### config.mk
export PLATFORM = sky130hd
export DESIGN_NAME = fcl_pair_acc
export DESIGN_NICKNAME = d
export VERILOG_FILES = /design/src/rtl/fcl_pair_acc.sv
export SDC_FILE = /design/constraint.sdc
export NUM_CORES = 1
export LEC_CHECK = 0
export ABC_AREA = 0
export CAP_MARGIN = 0
export CORE_ASPECT_RATIO = 1.1
export CORE_MARGIN = 4
export CORE_UTILIZATION = 55
export DETAILED_ROUTE_END_ITERATION = 8
export PLACE_DENSITY = 0.8
export SLEW_MARGIN = 20
export SYNTH_ARGS = -nofsm -noshare
export SYNTH_HDL_FRONTEND = slang
export SYNTH_SLANG_ARGS = --single-unit
### constraint.sdc
create_clock -name fcl_pair_acc_clk -period 6 [get_ports fcl_pair_acc_clk]
set_input_delay 1.8 -clock fcl_pair_acc_clk [delete_from_list [all_inputs] [get_ports fcl_pair_acc_clk]]
set_output_delay 1.8 -clock fcl_pair_acc_clk [all_outputs]
set_load 0.03 [all_outputs]
### src/rtl/fcl_pair_acc.sv
// Signed pair accumulator for one FC neuron: bias + sum of NUM_PAIRS operand pairs,
// saturated to INPUT_WIDTH. Optional macro FCL_PAIR_ACC_RELU_EN zeroes negative results.
module fcl_pair_acc #(
  parameter int INPUT_WIDTH = 32,
  parameter int PAIR_WIDTH  = 2*INPUT_WIDTH,
  parameter int ACC_WIDTH   = 48,
  parameter int NUM_PAIRS   = 200
) (
  input  logic                   fcl_pair_acc_clk,
  input  logic                   fcl_pair_acc_rst_b,
  input  logic                   fcl_pair_acc_start_i,
  input  logic [INPUT_WIDTH-1:0] fcl_pair_acc_bias_i,
  input  logic                   fcl_pair_acc_en_i,
  input  logic [PAIR_WIDTH-1:0]  fcl_pair_acc_pair_i,
  input  logic                   fcl_pair_acc_clr_i,
  output logic                   fcl_pair_acc_busy_o,
  output logic                   fcl_pair_acc_done_o,
  output logic [INPUT_WIDTH-1:0] fcl_pair_acc_sum_o,
  output logic                   fcl_pair_acc_ovf_o
);

  localparam int CNT_W = (NUM_PAIRS > 1) ? $clog2(NUM_PAIRS) : 1;
  localparam logic [CNT_W-1:0] CNT_LAST = CNT_W'(NUM_PAIRS - 1);
  localparam logic signed [ACC_WIDTH-1:0] SAT_MAX =
    {{(ACC_WIDTH-INPUT_WIDTH+1){1'b0}}, {(INPUT_WIDTH-1){1'b1}}};
  localparam logic signed [ACC_WIDTH-1:0] SAT_MIN =
    {{(ACC_WIDTH-INPUT_WIDTH+1){1'b1}}, {(INPUT_WIDTH-1){1'b0}}};

  typedef enum logic [1:0] {IDLE, ACC, FINAL} state_e;

  state_e                        state_q, state_d;
  logic signed [ACC_WIDTH-1:0]   acc_q, acc_d;
  logic [CNT_W-1:0]              cnt_q, cnt_d;
  logic [INPUT_WIDTH-1:0]        sum_q, sum_d;
  logic                          ovf_q, ovf_d;
  logic                          done_pend_q, done_pend_d;
  logic                          done_q, done_d;

  logic [INPUT_WIDTH-1:0]        op_lo, op_hi;
  logic signed [ACC_WIDTH-1:0]   bias_ext, lo_ext, hi_ext;
  logic [INPUT_WIDTH-1:0]        res;
  logic                          res_ovf;

  assign op_lo    = fcl_pair_acc_pair_i[INPUT_WIDTH-1:0];
  assign op_hi    = fcl_pair_acc_pair_i[2*INPUT_WIDTH-1:INPUT_WIDTH];
  assign bias_ext = {{(ACC_WIDTH-INPUT_WIDTH){fcl_pair_acc_bias_i[INPUT_WIDTH-1]}}, fcl_pair_acc_bias_i};
  assign lo_ext   = {{(ACC_WIDTH-INPUT_WIDTH){op_lo[INPUT_WIDTH-1]}}, op_lo};
  assign hi_ext   = {{(ACC_WIDTH-INPUT_WIDTH){op_hi[INPUT_WIDTH-1]}}, op_hi};

  always_comb begin
    res     = acc_q[INPUT_WIDTH-1:0];
    res_ovf = 1'b0;
    if (acc_q > SAT_MAX) begin
      res     = {1'b0, {(INPUT_WIDTH-1){1'b1}}};
      res_ovf = 1'b1;
    end else if (acc_q < SAT_MIN) begin
      res     = {1'b1, {(INPUT_WIDTH-1){1'b0}}};
      res_ovf = 1'b1;
    end
`ifdef FCL_PAIR_ACC_RELU_EN
    if (res[INPUT_WIDTH-1]) res = '0;
`endif
  end

  always_comb begin
    state_d     = state_q;
    acc_d       = acc_q;
    cnt_d       = cnt_q;
    sum_d       = sum_q;
    ovf_d       = ovf_q;
    done_pend_d = 1'b0;
    done_d      = done_pend_q;
    if (fcl_pair_acc_clr_i) begin
      state_d = IDLE;
    end else begin
      case (state_q)
        IDLE: begin
          if (fcl_pair_acc_start_i) begin
            acc_d   = bias_ext;
            cnt_d   = '0;
            state_d = ACC;
          end
        end
        ACC: begin
          if (fcl_pair_acc_en_i) begin
            acc_d = acc_q + lo_ext + hi_ext;
            cnt_d = cnt_q + CNT_W'(1);
            if (cnt_q == CNT_LAST) state_d = FINAL;
          end
        end
        FINAL: begin
          // Result registers here; done follows one edge later so sum is already stable.
          sum_d       = res;
          ovf_d       = res_ovf;
          done_pend_d = 1'b1;
          state_d     = IDLE;
        end
        default: state_d = IDLE;
      endcase
    end
  end

  always_ff @(posedge fcl_pair_acc_clk or negedge fcl_pair_acc_rst_b) begin
    if (!fcl_pair_acc_rst_b) begin
      state_q     <= IDLE;
      acc_q       <= '0;
      cnt_q       <= '0;
      sum_q       <= '0;
      ovf_q       <= 1'b0;
      done_pend_q <= 1'b0;
      done_q      <= 1'b0;
    end else begin
      state_q     <= state_d;
      acc_q       <= acc_d;
      cnt_q       <= cnt_d;
      sum_q       <= sum_d;
      ovf_q       <= ovf_d;
      done_pend_q <= done_pend_d;
      done_q      <= done_d;
    end
  end

  assign fcl_pair_acc_busy_o = (state_q != IDLE);
  assign fcl_pair_acc_done_o = done_q;
  assign fcl_pair_acc_sum_o  = sum_q;
  assign fcl_pair_acc_ovf_o  = ovf_q;

endmodule

Yosys cells after proc, flatten, opt, wreduce, memory -nomap -nowiden
Index checks and enable logic that the tools add are counted.
{"block": "word_totals", "inputBits": 101, "ff_bits": 93}
{"block": "op_classes", "bitwise": 1, "addsub": 3, "n_reduce_logical": 6, "muxes": 17, "order_cmp": 2, "eq_ne": 8}
{"op": "$add A48 B32 Y48", "n": 2}
{"op": "$mux W48", "n": 2}
{"op": "$pmux W48 S2", "n": 1}
{"op": "$mux W32", "n": 2}
{"op": "$gt A48 B32 Y1 const B", "n": 1}
{"op": "$lt A48 B32 Y1 const B", "n": 1}
{"op": "$mux W8", "n": 2}
{"op": "$pmux W8 S2", "n": 1}
{"op": "$ne A3 B3 Y1 const B", "n": 3}
{"op": "$add A8 B1 Y8 const B", "n": 1}
{"op": "$eq A8 B8 Y1 const B", "n": 1}
{"op": "$mux W2", "n": 4}
{"op": "$mux W1", "n": 4}
{"op": "$ne A2 B2 Y1 const B", "n": 2}
{"op": "$pmux W2 S2", "n": 1}
{"op": "$reduce_and A4 Y1", "n": 1}
{"op": "$reduce_bool A2 Y1", "n": 2}
{"op": "$reduce_and A3 Y1", "n": 1}
{"op": "$eq A2 B1 Y1 const B", "n": 1}
{"op": "$eq A2 B2 Y1 const B", "n": 1}
{"op": "$logic_not A2 Y1", "n": 1}
{"op": "$reduce_and A2 Y1", "n": 1}
{"op": "$not A1 Y1", "n": 1}

Depth between registers and ports, before layout
Gate-level depths: netlist of run 1.
{"block": "logic_depth", "depth_word": 5, "mapped_depth": 15, "ltp_nobuf": 15}

Least setup slack after synthesis of run 1
Ideal clock, no wire load.
{"block": "synth_timing", "kind": "input to register", "start": "input port fcl_pair_acc_pair_i[1]", "end": "register acc_q[39]", "t_required_ns": 5.874, "slack_ns": 1.257, "cell_stages": 13, "setup_ns": 0.126, "arrival_ns": 4.617, "cell_sequence": "fa_1 -> ha_1 -> inv_1 -> fa_1 -> and2b_1 -> o31ai_2 -> a211oi_2 -> a21oi_2 -> o41ai_4 -> nand3_1 -> o21bai_1 -> xor2_1 -> a221o_1"}
{"block": "synth_via", "elab_chain_len": 4}
{"item": "from (decl)", "line": "14", "text": "input logic [PAIR_WIDTH-1:0] fcl_pair_acc_pair_i,"}
{"item": "$add A48 B32 Y48 (2 in a row)", "line": "86", "text": "acc_d = acc_q + lo_ext + hi_ext;"}
{"item": "$mux W48", "line": "85", "text": "if (fcl_pair_acc_en_i) begin"}
{"item": "$pmux W48 S2", "line": "76", "text": "case (state_q)"}
{"item": "to (signal assigned)", "line": "106", "text": "acc_q <= '0;"}
{"item": "to (signal assigned)", "line": "114", "text": "acc_q <= acc_d;"}
{"item": "to (decl)", "line": "32", "text": "logic signed [ACC_WIDTH-1:0] acc_q, acc_d;"}
No other way between the ends. The select of a mux whose other input is x is not followed.
A chain may end at the register's enable or synchronous reset.

Final worst setup path of run 1
Ends and elaborated chain as after synthesis.

==> report_table.html, run 1 <==
<table>
<tr><th>Metric</th><th>Value</th></tr>
<tr><th colspan="2">Logic synthesis</th></tr>
<tr><td>Number of nets produced by synthesis</td><td>between 1,000 and 1,500</td></tr>
<tr><td>Share of synthesized flip-flops with an asynchronous set or reset</td><td>100%</td></tr>
<tr><td>Leading register cell type out of synthesis</td><td>sky130_fd_sc_hd__dfrtp_1</td></tr>
<tr><td>Synthesized area</td><td>7580 µm²</td></tr>
<tr><td>Share of Yosys cell area claimed by the top area cell type</td><td>around 31%</td></tr>
<tr><td>Total number of yosys warnings</td><td>0</td></tr>
<tr><td>Largest cells by area after synthesis</td><td>sky130_fd_sc_hd__dfrtp_1 31%, sky130_fd_sc_hd__fa_1 13%, sky130_fd_sc_hd__ha_1 7.9%</td></tr>
<tr><td>Syn_area_per_cell</td><td>a little over 9 µm²</td></tr>
<tr><td>Number of distinct library cells after synthesis</td><td>between 60 and 70</td></tr>
<tr><td>Flops &amp; latches, synth</td><td>93</td></tr>
<tr><td>Synthesized instance count</td><td>826</td></tr>
<tr><td>Dominant cell type by area after synthesis</td><td>sky130_fd_sc_hd__dfrtp_1</td></tr>
<tr><td>Portion of the post-synthesis area used by sequential elements</td><td>30.7%</td></tr>
<tr><td>Number of enable flip-flop cells after synthesis</td><td>0</td></tr>
<tr><th colspan="2">GRT</th></tr>
<tr><td>Overall track demand over capacity in global routing</td><td>29.4%</td></tr>
<tr><td>Pin count of the biggest net entering global routing</td><td>slightly above 60</td></tr>
<tr><td>Congestion Overflow GR</td><td>0</td></tr>
<tr><td>Initial antenna violation count</td><td>0</td></tr>
<tr><td>Global-route wire length before repair</td><td>approximately 37 mm</td></tr>
<tr><td>Via count of the first global-routing pass</td><td>7,169</td></tr>
<tr><th colspan="2">Die</th></tr>
<tr><td>Die X-Extent</td><td>between 100 and 150 µm</td></tr>
<tr><td>Ports placed on the boundary</td><td>136</td></tr>
<tr><td>Starting utilization of the core area</td><td>between 50% and 60%</td></tr>
<tr><td>Die area</td><td>~16,000 µm²</td></tr>
<tr><td>Std cell rows</td><td>between 40 and 50</td></tr>
<tr><td>Die Y</td><td>131 µm</td></tr>
<tr><td>Area of the core region</td><td>about 13,000 µm²</td></tr>
<tr><th colspan="2">STA</th></tr>
<tr><td>Setup Total Neg Slack</td><td>0 ps</td></tr>
<tr><td>Pins over their slew limit</td><td>0</td></tr>
<tr><td>Max-slew headroom at the worst pin</td><td>46.8%</td></tr>
<tr><td>Unrepaired setup endpoints after global routing</td><td>no</td></tr>
<tr><td>Slew at the pin closest to its max-slew limit</td><td>~800 ps</td></tr>
<tr><td>Period minus WS final</td><td>~5200 ps</td></tr>
<tr><td>Hold Fails Final Rpt</td><td>0</td></tr>
<tr><td>Skew final</td><td>6.97 ps</td></tr>
<tr><td>Worst Hold Margin</td><td>364 ps</td></tr>
<tr><td>Final setup violating endpoints</td><td>0</td></tr>
<tr><td>Max Fclk</td><td>between 0.15 and 0.2 GHz</td></tr>
<tr><td>Tcrit/Tclk final</td><td>a little under nine tenths</td></tr>
<tr><th colspan="2">Setup path</th></tr>
<tr><td>Capturing element type of the critical path</td><td>flip-flop</td></tr>
<tr><td>Worst setup slack for register-to-register paths</td><td>around 2300 ps</td></tr>
<tr><td>Max Fanout on Critical Path</td><td>5</td></tr>
<tr><td>Reg-to-reg endpoint</td><td>acc_q[39]</td></tr>
<tr><td>Number of cells on the worst reg-to-reg path</td><td>13</td></tr>
<tr><td>Worst EP arrival</td><td>5420 ps</td></tr>
<tr><td>Worst Setup Path Type</td><td>in2reg</td></tr>
<tr><td>Startpoint type of the worst setup path</td><td>input port</td></tr>
<tr><td>Endpoint required time on the critical path</td><td>~6200 ps</td></tr>
<tr><td>R2r startpoint</td><td>acc_q[1]</td></tr>
<tr><th colspan="2">Hold path</th></tr>
<tr><td>Hold worst-path end</td><td>fcl_pair_acc_done_o</td></tr>
<tr><td>Start point of the worst hold path</td><td>done_d</td></tr>
<tr><td>Type of the worst min-delay path</td><td>reg2reg</td></tr>
<tr><td>Number of instances on the worst hold path</td><td>0</td></tr>
<tr><th colspan="2">Clocking</th></tr>
<tr><td>CTS sink cnt</td><td>93</td></tr>
<tr><td>TritonCTS clock tree</td><td>built</td></tr>
<tr><td>Buffer count from post-CTS setup fixing</td><td>0</td></tr>
<tr><td>Worst skew pair latency</td><td>360 ps</td></tr>
<tr><td>Hold Buf Count CTS</td><td>0</td></tr>
<tr><td>Total number of H-tree levels</td><td>3</td></tr>
<tr><td>Number of clock buffers inserted by TritonCTS</td><td>9</td></tr>
<tr><td>Root Driver</td><td>sky130_fd_sc_hd__clkbuf_16</td></tr>
<tr><td>Clock slew at reported path FFs</td><td>70 ps</td></tr>
<tr><td>Post-CTS sizing</td><td>0</td></tr>
<tr><td>Maximum clock path buffer count</td><td>2</td></tr>
<tr><th colspan="2">Drt</th></tr>
<tr><td>Vias per std cell</td><td>around 6.2</td></tr>
<tr><td>DRT Wirelength</td><td>about 23 mm</td></tr>
<tr><td>Wire per inst</td><td>just over 20 µm</td></tr>
<tr><td>Via count</td><td>approximately 7,000</td></tr>
<tr><td>Initial DRT Pass Iterations</td><td>5</td></tr>
<tr><td>Count of unresolved DRC violations after routing</td><td>0</td></tr>
<tr><td>Routed Antenna Nets</td><td>0</td></tr>
<tr><td>Drt first-iter violations</td><td>a little under 500</td></tr>
<tr><th colspan="2">Run status</th></tr>
<tr><td>Run status</td><td>finished clean</td></tr>
<tr><th colspan="2">Placement</th></tr>
<tr><td>Final GP Congestion</td><td>between 0.9 and 1</td></tr>
<tr><td>Post-DP HPWL</td><td>between 15 and 20 mm</td></tr>
<tr><td>IO buf count</td><td>roughly 140</td></tr>
<tr><th colspan="2">Power</th></tr>
<tr><td>Leakage power of the design</td><td>just over 4 nW</td></tr>
<tr><td>Peak supply drop</td><td>231 µV</td></tr>
<tr><td>PwrDens</td><td>about 440 nW/µm²</td></tr>
<tr><th colspan="2">Flow run</th></tr>
<tr><td>Number of max-cap violations</td><td>0</td></tr>
<tr><th colspan="2">Cells and area</th></tr>
<tr><td>Count of antenna diodes in the layout</td><td>0</td></tr>
<tr><td>Fill cells</td><td>between 1,000 and 1,500</td></tr>
<tr><td>Number of nets in the finished design</td><td>~1,100</td></tr>
<tr><td>Share of cells above drive strength 1</td><td>under 10%</td></tr>
<tr><td>Area delta synth-&gt;final</td><td>23.6%</td></tr>
</table>
-- synthesized netlist by cell type (all sizes together), types with 9 or more instances --
cell type,count
nand2,80
nand4,17
ha,48
nand3,18
clkbuf,36
a221o,34
buf,12
a21o,22
xor2,17
dfrtp,93
nor2,76
fa,48
a31oi,13
a211oi,10
xnor2,22
nor3,9
inv,21
o21ai,58
and3,9
a21oi,102
o21bai,10
-- stage by stage --
stage	utilization [%]	setup WS (ps)	power [mW]	area, µm²	std cells
after detailed placement	67.7	457	3.41	9060	1108
after global routing	70.1	542	4.42	9370	1124
after CTS	70.1	832	4.04	9370	1124
after global placement	67.7	585	3.38	9060	1108
after floorplan	-	1260	2.78	7580	826
final	70.1	824	4.08	9370	1124
-- per-layer routing --
metal / part of all wire [%] / track usage [%]
met1: 43 / 39.7
met2: 48 / 48.2
met3: 4.8 / 3.14
met4: 3.9 / 12.9
met5: 0 / 0
-- power breakdown --
| part | leakage (nW) | internal [mW] | switching, mW |
|---|---|---|---|
| registers | 1.20 | 0.744 | 0.149 |
| logic | 2.68 | 1.05 | 1.52 |
| clock network | 0.154 | 0.331 | 0.282 |
-- worst max path at each step --
stage / startpoint / end / slack [ps]
final: fcl_pair_acc_pair_i[1] / acc_q[39] / 820
after detailed placement: fcl_pair_acc_pair_i[1] / acc_q[39] / 460
after global routing: fcl_pair_acc_pair_i[1] / acc_q[39] / 540
after floorplan: fcl_pair_acc_pair_i[1] / acc_q[39] / 1260
after global placement: fcl_pair_acc_pair_i[1] / acc_q[39] / 580
after CTS: fcl_pair_acc_pair_i[1] / acc_q[39] / 830
-- logic make-up after synthesis --
kind of cell    Yosys count  synth area share (%)
compound gates          287                  25.5
xor+xnor                 39                  4.50
fa+ha+maj                96                  20.6
buf+inv                  69                  3.65
flops                    93                  30.7
mux                       4                 0.528
simple gates            238                  14.6
-- critical path, cell delays in order --
cell and delay, ps:
sky130_fd_sc_hd__clkdlybuf4s50_1 450, sky130_fd_sc_hd__fa_1 560, sky130_fd_sc_hd__ha_1 180, sky130_fd_sc_hd__inv_1 60, sky130_fd_sc_hd__fa_1 380, sky130_fd_sc_hd__and2b_1 270, sky130_fd_sc_hd__o31ai_2 100, sky130_fd_sc_hd__a211oi_2 360
sky130_fd_sc_hd__a21oi_2 170, sky130_fd_sc_hd__o41ai_4 340, sky130_fd_sc_hd__nand3_1 150, sky130_fd_sc_hd__o21bai_1 190, sky130_fd_sc_hd__xor2_1 90, sky130_fd_sc_hd__a221o_1 320
-- cell usage in the layout (no fill, tap or decap), drive strengths merged, types with 23 or more instances in the layout --
cell type,instances
dfrtp,93
ha,48
inv,23
nand2,80
a221o,34
fa,48
a21oi,102
nor2,76
clkdlybuf4s50,134
o21ai,58
-- flip-flops by register name, summed over array words and instances (netlist names) --
register	flops
done_d	1
cnt_q	8
fcl_pair_acc_sum_o	32
acc_q	48
fcl_pair_acc_done_o	1
state_q	2
fcl_pair_acc_ovf_o	1
-- cell type report --
class                      count  area, µm²  area share (%)
multi-input combinational    664       4990            53.3
sequential                    93       2330            24.8
timing repair buffer         146       1430            15.3
tap                          184        230            2.46
clock buffer                   9        225            2.40
clock inverter                 7       85.1           0.908
inverter                      21       78.8           0.841
Power figures use the tool's default switching activity.
==> run 2, diff against run 1 <==
CELL_PAD_IN_SITES_DETAIL_PLACEMENT = 1   (was default)
CELL_PAD_IN_SITES_GLOBAL_PLACEMENT = 2   (was default)
CORE_ASPECT_RATIO = 0.7   (was 1.1)
CORE_UTILIZATION = 36   (was 55)
PLACE_DENSITY = 0.85   (was 0.8)
==> run 2 against run 1 <==
Effect of this change:
- utilization down 24 points
- non-clock buffer count rose by 1
- clock power shrank 1%
- critical path type unchanged
- maximum frequency down 1.4%
- sequential cell count is the same
- global-route usage decreased by 6.6 points
- largest cell class unchanged
- critical path depth stayed put
- design area rose by 1.2%
- via count shrank 1.7%
- die area up 49%
- final cell count up 8.3%
- routed wire length is 16% higher
==> report_table.html, run 2 (same netlist as run 1, synthesis figures left out) <==
<table>
<tr><th>Metric</th><th>Value</th></tr>
<tr><th colspan="2">Run status</th></tr>
<tr><td>Run status</td><td>finished clean</td></tr>
<tr><th colspan="2">GRT</th></tr>
<tr><td>Via count of the first global-routing pass</td><td>between 7,000 and 8,000</td></tr>
<tr><td>Congestion Overflow GR</td><td>0</td></tr>
<tr><td>Pin count of the biggest net entering global routing</td><td>56</td></tr>
<tr><td>Global-route wire length before repair</td><td>between 40 and 50 mm</td></tr>
<tr><td>Overall track demand over capacity in global routing</td><td>22.8%</td></tr>
<tr><td>Initial antenna violation count</td><td>1</td></tr>
<tr><th colspan="2">Clocking</th></tr>
<tr><td>Number of clock buffers inserted by TritonCTS</td><td>9</td></tr>
<tr><td>Total number of H-tree levels</td><td>3</td></tr>
<tr><td>Clock slew at reported path FFs</td><td>~70 ps</td></tr>
<tr><td>Buffer count from post-CTS setup fixing</td><td>0</td></tr>
<tr><td>Hold Buf Count CTS</td><td>0</td></tr>
<tr><td>Root Driver</td><td>sky130_fd_sc_hd__clkbuf_16</td></tr>
<tr><td>TritonCTS clock tree</td><td>built</td></tr>
<tr><td>CTS sink cnt</td><td>93</td></tr>
<tr><td>Maximum clock path buffer count</td><td>2</td></tr>
<tr><td>Post-CTS sizing</td><td>0</td></tr>
<tr><td>Worst skew pair latency</td><td>roughly 360 ps</td></tr>
<tr><th colspan="2">Hold path</th></tr>
<tr><td>Hold worst-path end</td><td>fcl_pair_acc_done_o</td></tr>
<tr><td>Start point of the worst hold path</td><td>done_d</td></tr>
<tr><td>Type of the worst min-delay path</td><td>reg2reg</td></tr>
<tr><td>Number of instances on the worst hold path</td><td>0</td></tr>
<tr><th colspan="2">Setup path</th></tr>
<tr><td>Worst Setup Path Type</td><td>in2reg</td></tr>
<tr><td>Capturing element type of the critical path</td><td>flip-flop</td></tr>
<tr><td>Reg-to-reg endpoint</td><td>acc_q[39]</td></tr>
<tr><td>Number of cells on the worst reg-to-reg path</td><td>13</td></tr>
<tr><td>Worst EP arrival</td><td>approximately 5500 ps</td></tr>
<tr><td>Max Fanout on Critical Path</td><td>5</td></tr>
<tr><td>Startpoint type of the worst setup path</td><td>input port</td></tr>
<tr><td>R2r startpoint</td><td>acc_q[1]</td></tr>
<tr><td>Endpoint required time on the critical path</td><td>a little over 6000 ps</td></tr>
<tr><td>Worst setup slack for register-to-register paths</td><td>about 2300 ps</td></tr>
<tr><th colspan="2">Drt</th></tr>
<tr><td>Via count</td><td>6,899</td></tr>
<tr><td>Wire per inst</td><td>about 22 µm</td></tr>
<tr><td>Initial DRT Pass Iterations</td><td>5</td></tr>
<tr><td>Drt first-iter violations</td><td>between 400 and 500</td></tr>
<tr><td>Count of unresolved DRC violations after routing</td><td>0</td></tr>
<tr><td>Routed Antenna Nets</td><td>0</td></tr>
<tr><td>Vias per std cell</td><td>~5.7</td></tr>
<tr><td>DRT Wirelength</td><td>about 26 mm</td></tr>
<tr><th colspan="2">STA</th></tr>
<tr><td>Max-slew headroom at the worst pin</td><td>between 30% and 40%</td></tr>
<tr><td>Unrepaired setup endpoints after global routing</td><td>no</td></tr>
<tr><td>Pins over their slew limit</td><td>0</td></tr>
<tr><td>Slew at the pin closest to its max-slew limit</td><td>991 ps</td></tr>
<tr><td>Final setup violating endpoints</td><td>0</td></tr>
<tr><td>Tcrit/Tclk final</td><td>between 80 and 90%</td></tr>
<tr><td>Setup Total Neg Slack</td><td>0 ps</td></tr>
<tr><td>Max Fclk</td><td>0.191 GHz</td></tr>
<tr><td>Skew final</td><td>about 13 ps</td></tr>
<tr><td>Hold Fails Final Rpt</td><td>0</td></tr>
<tr><td>Period minus WS final</td><td>about 5200 ps</td></tr>
<tr><td>Final worst setup slack</td><td>between 700 and 800 ps</td></tr>
<tr><th colspan="2">Die</th></tr>
<tr><td>Die X-Extent</td><td>181 µm</td></tr>
<tr><td>Die Y</td><td>roughly 130 µm</td></tr>
<tr><td>Starting utilization of the core area</td><td>roughly 37%</td></tr>
<tr><td>Std cell rows</td><td>44</td></tr>
<tr><td>Ports placed on the boundary</td><td>about 140</td></tr>
<tr><td>Die area</td><td>around 23,000 µm²</td></tr>
<tr><td>Area of the core region</td><td>between 20,000 and 25,000 µm²</td></tr>
<tr><th colspan="2">Power</th></tr>
<tr><td>Cell Int Power</td><td>2.13 mW</td></tr>
<tr><td>Logic gate share of total power</td><td>63.6%</td></tr>
<tr><td>PwrDens</td><td>~440 nW/µm²</td></tr>
<tr><td>Leakage power of the design</td><td>4.03 nW</td></tr>
<tr><td>Proportion of power drawn by the clock network</td><td>between 10% and 20%</td></tr>
<tr><td>Net switching power</td><td>2.02 mW</td></tr>
<tr><td>Share of total power consumed by net switching</td><td>48.7%</td></tr>
<tr><td>Peak supply drop</td><td>approximately 170 µV</td></tr>
<tr><td>Sequential Power Share</td><td>21.8%</td></tr>
<tr><th colspan="2">Flow run</th></tr>
<tr><td>Number of max-cap violations</td><td>0</td></tr>
<tr><th colspan="2">Cells and area</th></tr>
<tr><td>Number of nets in the finished design</td><td>between 1,000 and 1,500</td></tr>
<tr><td>Area of all sequential standard cells</td><td>about 2300 µm²</td></tr>
<tr><td>Fill cells</td><td>2,427</td></tr>
<tr><td>Non-filler cells, final</td><td>approximately 1,200</td></tr>
<tr><td>Footprint of the multi-input gates</td><td>around 5000 µm²</td></tr>
<tr><td>Register ranked first by flip-flop count</td><td>acc_q</td></tr>
<tr><td>Area delta synth-&gt;final</td><td>25.1%</td></tr>
<tr><td>Number of flip-flops in the largest register</td><td>48</td></tr>
<tr><td>Final Util</td><td>a little under half</td></tr>
<tr><td>Share of cells above drive strength 1</td><td>5.53%</td></tr>
<tr><td>Count of antenna diodes in the layout</td><td>0</td></tr>
<tr><td>Leading cell type in the layout, fill and taps excluded</td><td>sky130_fd_sc_hd__clkdlybuf4s50_1</td></tr>
<tr><td>Most used cells in the layout excluding fill and tap cells</td><td>134 x sky130_fd_sc_hd__clkdlybuf4s50_1, 98 x sky130_fd_sc_hd__a21oi_1, 93 x sky130_fd_sc_hd__dfrtp_1</td></tr>
<tr><td>Area of all placed cells without fillers</td><td>roughly 9500 µm²</td></tr>
<tr><th colspan="2">Placement</th></tr>
<tr><td>Minimum setup slack after placement</td><td>approximately 400 ps</td></tr>
<tr><td>Instance area at placement</td><td>a little over 9000 µm²</td></tr>
<tr><td>Final GP Congestion</td><td>between 0.9 and 1</td></tr>
<tr><td>IO buf count</td><td>roughly 140</td></tr>
<tr><td>Post-DP HPWL</td><td>slightly above 20 mm</td></tr>
<tr><td>Total instance count after detailed placement</td><td>around 1,200</td></tr>
</table>
run 2: per-stage QoR:
stage,power [mW],hold slack (ps)
6_report,4.15,357
5_1_grt,4.51,364
4_1_cts,4.16,362
3_5_place_dp,3.51,346
3_3_place_gp,3.47,333
2_1_floorplan,2.78,331
run 2: worst max path at each step:
stage | startpoint | endpoint | slack, ps | cells past startpoint
final | fcl_pair_acc_pair_i[1] | acc_q[39] | 750 | 14
after global routing | fcl_pair_acc_pair_i[0] | acc_q[39] | 580 | 16
after CTS | fcl_pair_acc_pair_i[1] | acc_q[39] | 750 | 14
after detailed placement | fcl_pair_acc_pair_i[1] | acc_q[39] | 400 | 14
after global placement | fcl_pair_acc_pair_i[1] | acc_q[39] | 520 | 14
after floorplan | fcl_pair_acc_pair_i[1] | acc_q[39] | 1260 | 13
run 2: layout make-up:
class / instances / area share, %
Clock buffer: 10 / 2.41
Sequential cell: 93 / 24.5
Inverter: 21 / 0.831
Tap cell: 276 / 3.64
Clock inverter: 6 / 0.752
Timing Repair Buffer: 147 / 15.2
Multi-Input combinational cell: 664 / 52.7
run 2: routing by layer:
layer  routed length [µm]  GRT usage (%)
met1                13900           36.5
met2                10700           32.0
met3                 1480           4.80
met4                  263           3.53
met5                   13              0
run 2: power groups by stage:
stage               Sequential, mW  Clock, mW  Combinational (mW)
floorplan                    0.854          0                1.92
CTS                          0.906      0.624                2.63
global route                 0.926      0.649                2.94
global placement             0.912          0                2.56
finish                       0.906      0.606                2.64
detailed placement           0.919          0                2.59
run 2: worst max-delay path, stage by stage:
cell and delay, ps:
sky130_fd_sc_hd__clkdlybuf4s50_1 430, sky130_fd_sc_hd__fa_1 550, sky130_fd_sc_hd__ha_1 230, sky130_fd_sc_hd__inv_1 70
sky130_fd_sc_hd__fa_1 370, sky130_fd_sc_hd__and2b_1 260, sky130_fd_sc_hd__o31ai_2 90, sky130_fd_sc_hd__a211oi_2 360
sky130_fd_sc_hd__a21oi_2 190, sky130_fd_sc_hd__o41ai_4 370, sky130_fd_sc_hd__nand3_1 160, sky130_fd_sc_hd__o21bai_1 180
sky130_fd_sc_hd__xor2_1 90, sky130_fd_sc_hd__a221o_1 330
==> run 3, diff against run 2 <==
CORE_MARGIN = default   (was 4)
CORE_UTILIZATION = 30   (was 36)
PLACE_DENSITY = 0.75   (was 0.85)
clock period = 4.3 ns   (was 6 ns; I/O delays follow)
==> run 3 against run 2 <==
Effect of this change:
- design area increased by 17%
- final cell count increased by 17%
- register-to-register slack got worse by 1300 ps
- worst setup slack got worse by 640 ps
- power increased by 77%
- sequential cell count unchanged
- first-iteration DRC count decreased by 39%
- utilization decreased by 1.1 points
- global-route usage increased by 0.57 points
- sequential power increased by 41%
- worst hold slack got worse by 3.6 ps
- largest cell class unchanged
==> report_table.html, run 3 (same netlist as run 1, synthesis figures left out) <==
<table>
<tr><th>Metric</th><th>Value</th></tr>
<tr><th colspan="2">GRT</th></tr>
<tr><td>Congestion Overflow GR</td><td>0</td></tr>
<tr><td>Met3 layer usage reported by global route</td><td>about 4.0%</td></tr>
<tr><td>Pin count of the biggest net entering global routing</td><td>94</td></tr>
<tr><td>Global-route wire length before repair</td><td>46.1 mm</td></tr>
<tr><td>Met2 track utilization from global routing</td><td>between 30% and 40%</td></tr>
<tr><td>Busiest layer in global routing</td><td>met1</td></tr>
<tr><td>Overall track demand over capacity in global routing</td><td>a little under a quarter</td></tr>
<tr><td>Met1 Use GR</td><td>a little over a third</td></tr>
<tr><td>Initial antenna violation count</td><td>0</td></tr>
<tr><td>Via count of the first global-routing pass</td><td>around 8,100</td></tr>
<tr><th colspan="2">Die</th></tr>
<tr><td>Starting utilization of the core area</td><td>roughly 30%</td></tr>
<tr><td>Die X-Extent</td><td>between 150 and 200 µm</td></tr>
<tr><td>Die Y</td><td>around 140 µm</td></tr>
<tr><td>Std cell rows</td><td>48</td></tr>
<tr><td>Ports placed on the boundary</td><td>136</td></tr>
<tr><td>Area of the core region</td><td>24,700 µm²</td></tr>
<tr><td>Die area</td><td>between 20,000 and 30,000 µm²</td></tr>
<tr><th colspan="2">Cells and area</th></tr>
<tr><td>Leading cell type in the layout, fill and taps excluded</td><td>sky130_fd_sc_hd__buf_4</td></tr>
<tr><td>Final Util</td><td>roughly 45%</td></tr>
<tr><td>Number of flip-flops in the largest register</td><td>48</td></tr>
<tr><td>Most used cells in the layout excluding fill and tap cells</td><td>170 x sky130_fd_sc_hd__buf_4, 128 x sky130_fd_sc_hd__clkdlybuf4s50_1, 93 x sky130_fd_sc_hd__dfrtp_1</td></tr>
<tr><td>Number of nets in the finished design</td><td>roughly 1,300</td></tr>
<tr><td>Register ranked first by flip-flop count</td><td>acc_q</td></tr>
<tr><td>Footprint of the multi-input gates</td><td>~5200 µm²</td></tr>
<tr><td>Share of cells above drive strength 1</td><td>a little under a quarter</td></tr>
<tr><td>Count of antenna diodes in the layout</td><td>0</td></tr>
<tr><td>Fill cells</td><td>roughly 2,800</td></tr>
<tr><td>Area of all sequential standard cells</td><td>2330 µm²</td></tr>
<tr><td>Area delta synth-&gt;final</td><td>46.1%</td></tr>
<tr><th colspan="2">Setup path</th></tr>
<tr><td>Capturing element type of the critical path</td><td>flip-flop</td></tr>
<tr><td>Worst Setup Path Type</td><td>in2reg</td></tr>
<tr><td>Worst EP arrival</td><td>about 4500 ps</td></tr>
<tr><td>Crit-path most repeated cell</td><td>sky130_fd_sc_hd__buf_4</td></tr>
<tr><td>R2r startpoint</td><td>acc_q[1]</td></tr>
<tr><td>Cell type of the slowest stage on the worst timing path</td><td>sky130_fd_sc_hd__fa_1</td></tr>
<tr><td>Worst setup slack for register-to-register paths</td><td>just under 1000 ps</td></tr>
<tr><td>Startpoint type of the worst setup path</td><td>input port</td></tr>
<tr><td>Max Fanout on Critical Path</td><td>4</td></tr>
<tr><td>Reg-to-reg endpoint</td><td>acc_q[29]</td></tr>
<tr><td>Cell-by-cell listing of the critical path</td><td>clkdlybuf4s50_1, fa_1, ha_1, and2b_2, o31ai_4, a211oi_2, buf_4, buf_6, o21ai_4, a21oi_4, buf_4, a21boi_2, xnor2_1, nand2_1, a21oi_2</td></tr>
<tr><td>Endpoint required time on the critical path</td><td>4590 ps</td></tr>
<tr><td>Largest stage delay, worst path</td><td>490 ps</td></tr>
<tr><td>Number of cells on the worst reg-to-reg path</td><td>16</td></tr>
<tr><th colspan="2">STA</th></tr>
<tr><td>Final worst setup slack</td><td>approximately 120 ps</td></tr>
<tr><td>Max Fclk</td><td>~0.24 GHz</td></tr>
<tr><td>Period minus WS final</td><td>between 4000 and 5000 ps</td></tr>
<tr><td>Max-slew headroom at the worst pin</td><td>between 50% and 60%</td></tr>
<tr><td>Final setup violating endpoints</td><td>0</td></tr>
<tr><td>Pins over their slew limit</td><td>0</td></tr>
<tr><td>Hold Fails Final Rpt</td><td>0</td></tr>
<tr><td>Slew at the pin closest to its max-slew limit</td><td>approximately 740 ps</td></tr>
<tr><td>Skew final</td><td>7.98 ps</td></tr>
<tr><td>Tcrit/Tclk final</td><td>between 90 and 100%</td></tr>
<tr><th colspan="2">Clocking</th></tr>
<tr><td>Hold Buf Count CTS</td><td>0</td></tr>
<tr><td>Number of clock buffers inserted by TritonCTS</td><td>9</td></tr>
<tr><td>Root Driver</td><td>sky130_fd_sc_hd__clkbuf_16</td></tr>
<tr><td>Maximum clock path buffer count</td><td>2</td></tr>
<tr><td>Total number of H-tree levels</td><td>3</td></tr>
<tr><td>Worst skew pair latency</td><td>approximately 370 ps</td></tr>
<tr><td>Clock slew at reported path FFs</td><td>80 ps</td></tr>
<tr><td>CTS sink cnt</td><td>93</td></tr>
<tr><td>TritonCTS clock tree</td><td>built</td></tr>
<tr><th colspan="2">Hold path</th></tr>
<tr><td>Number of instances on the worst hold path</td><td>0</td></tr>
<tr><td>Start point of the worst hold path</td><td>done_d</td></tr>
<tr><td>Hold worst-path end</td><td>fcl_pair_acc_done_o</td></tr>
<tr><td>Type of the worst min-delay path</td><td>reg2reg</td></tr>
<tr><th colspan="2">Power</th></tr>
<tr><td>PwrDens</td><td>662 nW/µm²</td></tr>
<tr><td>Leakage power of the design</td><td>a little under 5 nW</td></tr>
<tr><td>Peak supply drop</td><td>approximately 280 µV</td></tr>
<tr><th colspan="2">Drt</th></tr>
<tr><td>Vias per std cell</td><td>about 5.2</td></tr>
<tr><td>Drt first-iter violations</td><td>between 200 and 300</td></tr>
<tr><td>Routed Antenna Nets</td><td>0</td></tr>
<tr><td>Initial DRT Pass Iterations</td><td>4</td></tr>
<tr><td>Via count</td><td>roughly 7,500</td></tr>
<tr><td>Count of unresolved DRC violations after routing</td><td>0</td></tr>
<tr><td>DRT Wirelength</td><td>29.0 mm</td></tr>
<tr><td>Wire per inst</td><td>around 20 µm</td></tr>
<tr><th colspan="2">Placement</th></tr>
<tr><td>Minimum setup slack after placement</td><td>-490 ps</td></tr>
<tr><td>Post-DP HPWL</td><td>about 23 mm</td></tr>
<tr><td>Final GP Congestion</td><td>about 0.87</td></tr>
<tr><td>IO buf count</td><td>between 100 and 150</td></tr>
<tr><th colspan="2">Run status</th></tr>
<tr><td>Run status</td><td>finished clean</td></tr>
<tr><th colspan="2">Flow run</th></tr>
<tr><td>Number of max-cap violations</td><td>0</td></tr>
</table>
[run 3: cell types whose count changed in the layout (fill, tap and decap cells not counted), moves of 4 or more]
cell	change
sky130_fd_sc_hd__o31ai_4	+4
sky130_fd_sc_hd__ha_1	-8
sky130_fd_sc_hd__buf_4	+157
sky130_fd_sc_hd__a21oi_1	-8
sky130_fd_sc_hd__a21oi_2	+6
sky130_fd_sc_hd__dlygate4sd2_1	+4
sky130_fd_sc_hd__ha_4	+5
sky130_fd_sc_hd__buf_12	+5
sky130_fd_sc_hd__clkdlybuf4s50_1	-6
[run 3: area by class of cell]
cell class / instances / share of cell area (%)
clock buffers: 11 / 2.19
well taps: 325 / 3.67
inverters: 21 / 0.712
multi-input cells: 664 / 47.4
repair buffers: 310 / 24.6
clock inverters: 5 / 0.395
flip-flops and latches: 93 / 21.0
[run 3: routing by layer]
layer,vias to the layer above,share of wire (%)
met3,19,4.3
met2,151,42
li1,3563,-
met5,-,0
met4,0,1.0
met1,3766,52
[run 3: metrics by stage]
step | total power, mW | std cells | setup TNS (ps) | hold slack, ps | area, µm²
2_1_floorplan | 3.87 | 826 | 0 | 331 | 7580
4_1_cts | 7.10 | 1426 | 0 | 355 | 10900
5_1_grt | 7.91 | 1429 | -11.1 | 368 | 11100
3_3_place_gp | 6.05 | 1406 | -8330 | 335 | 10500
3_5_place_dp | 6.14 | 1406 | -9620 | 338 | 10500
6_report | 7.33 | 1429 | 0 | 353 | 11100
[run 3: how the worst max path moves through the flow]
stage	from	end	slack (ps)	cells after the start
finish	fcl_pair_acc_pair_i[3]	acc_q[29]	120	15
global route	fcl_pair_acc_pair_i[3]	acc_q[29]	-8	15
CTS	fcl_pair_acc_pair_i[0]	acc_q[39]	9	17
detailed placement	fcl_pair_acc_pair_i[0]	acc_q[45]	-490	17
global placement	fcl_pair_acc_pair_i[1]	acc_q[47]	-440	16
floorplan	fcl_pair_acc_pair_i[1]	acc_q[39]	70	13
[run 3: what timing repair did]
action                                  4_1_cts  5_1_grt
gates resized for setup                      19       40
endpoints found under the setup margin        8       24
setup buffers                                 4        3
pin swaps                                    11       19
[run 3: where the power goes]
group	leakage (nW)	total (mW)	internal, mW	switching [mW]
clock	0.134	0.826	0.417	0.409
sequential	1.20	1.28	1.04	0.242
combinational	3.53	5.23	2.59	2.64
[run 3: critical path, delay by kind of cell]
kind | cells | cell delay, ps
compound gates | 6 | 980
xor+xnor | 1 | 160
fa+ha+maj | 2 | 850
buf+inv | 4 | 850
simple gates | 2 | 340
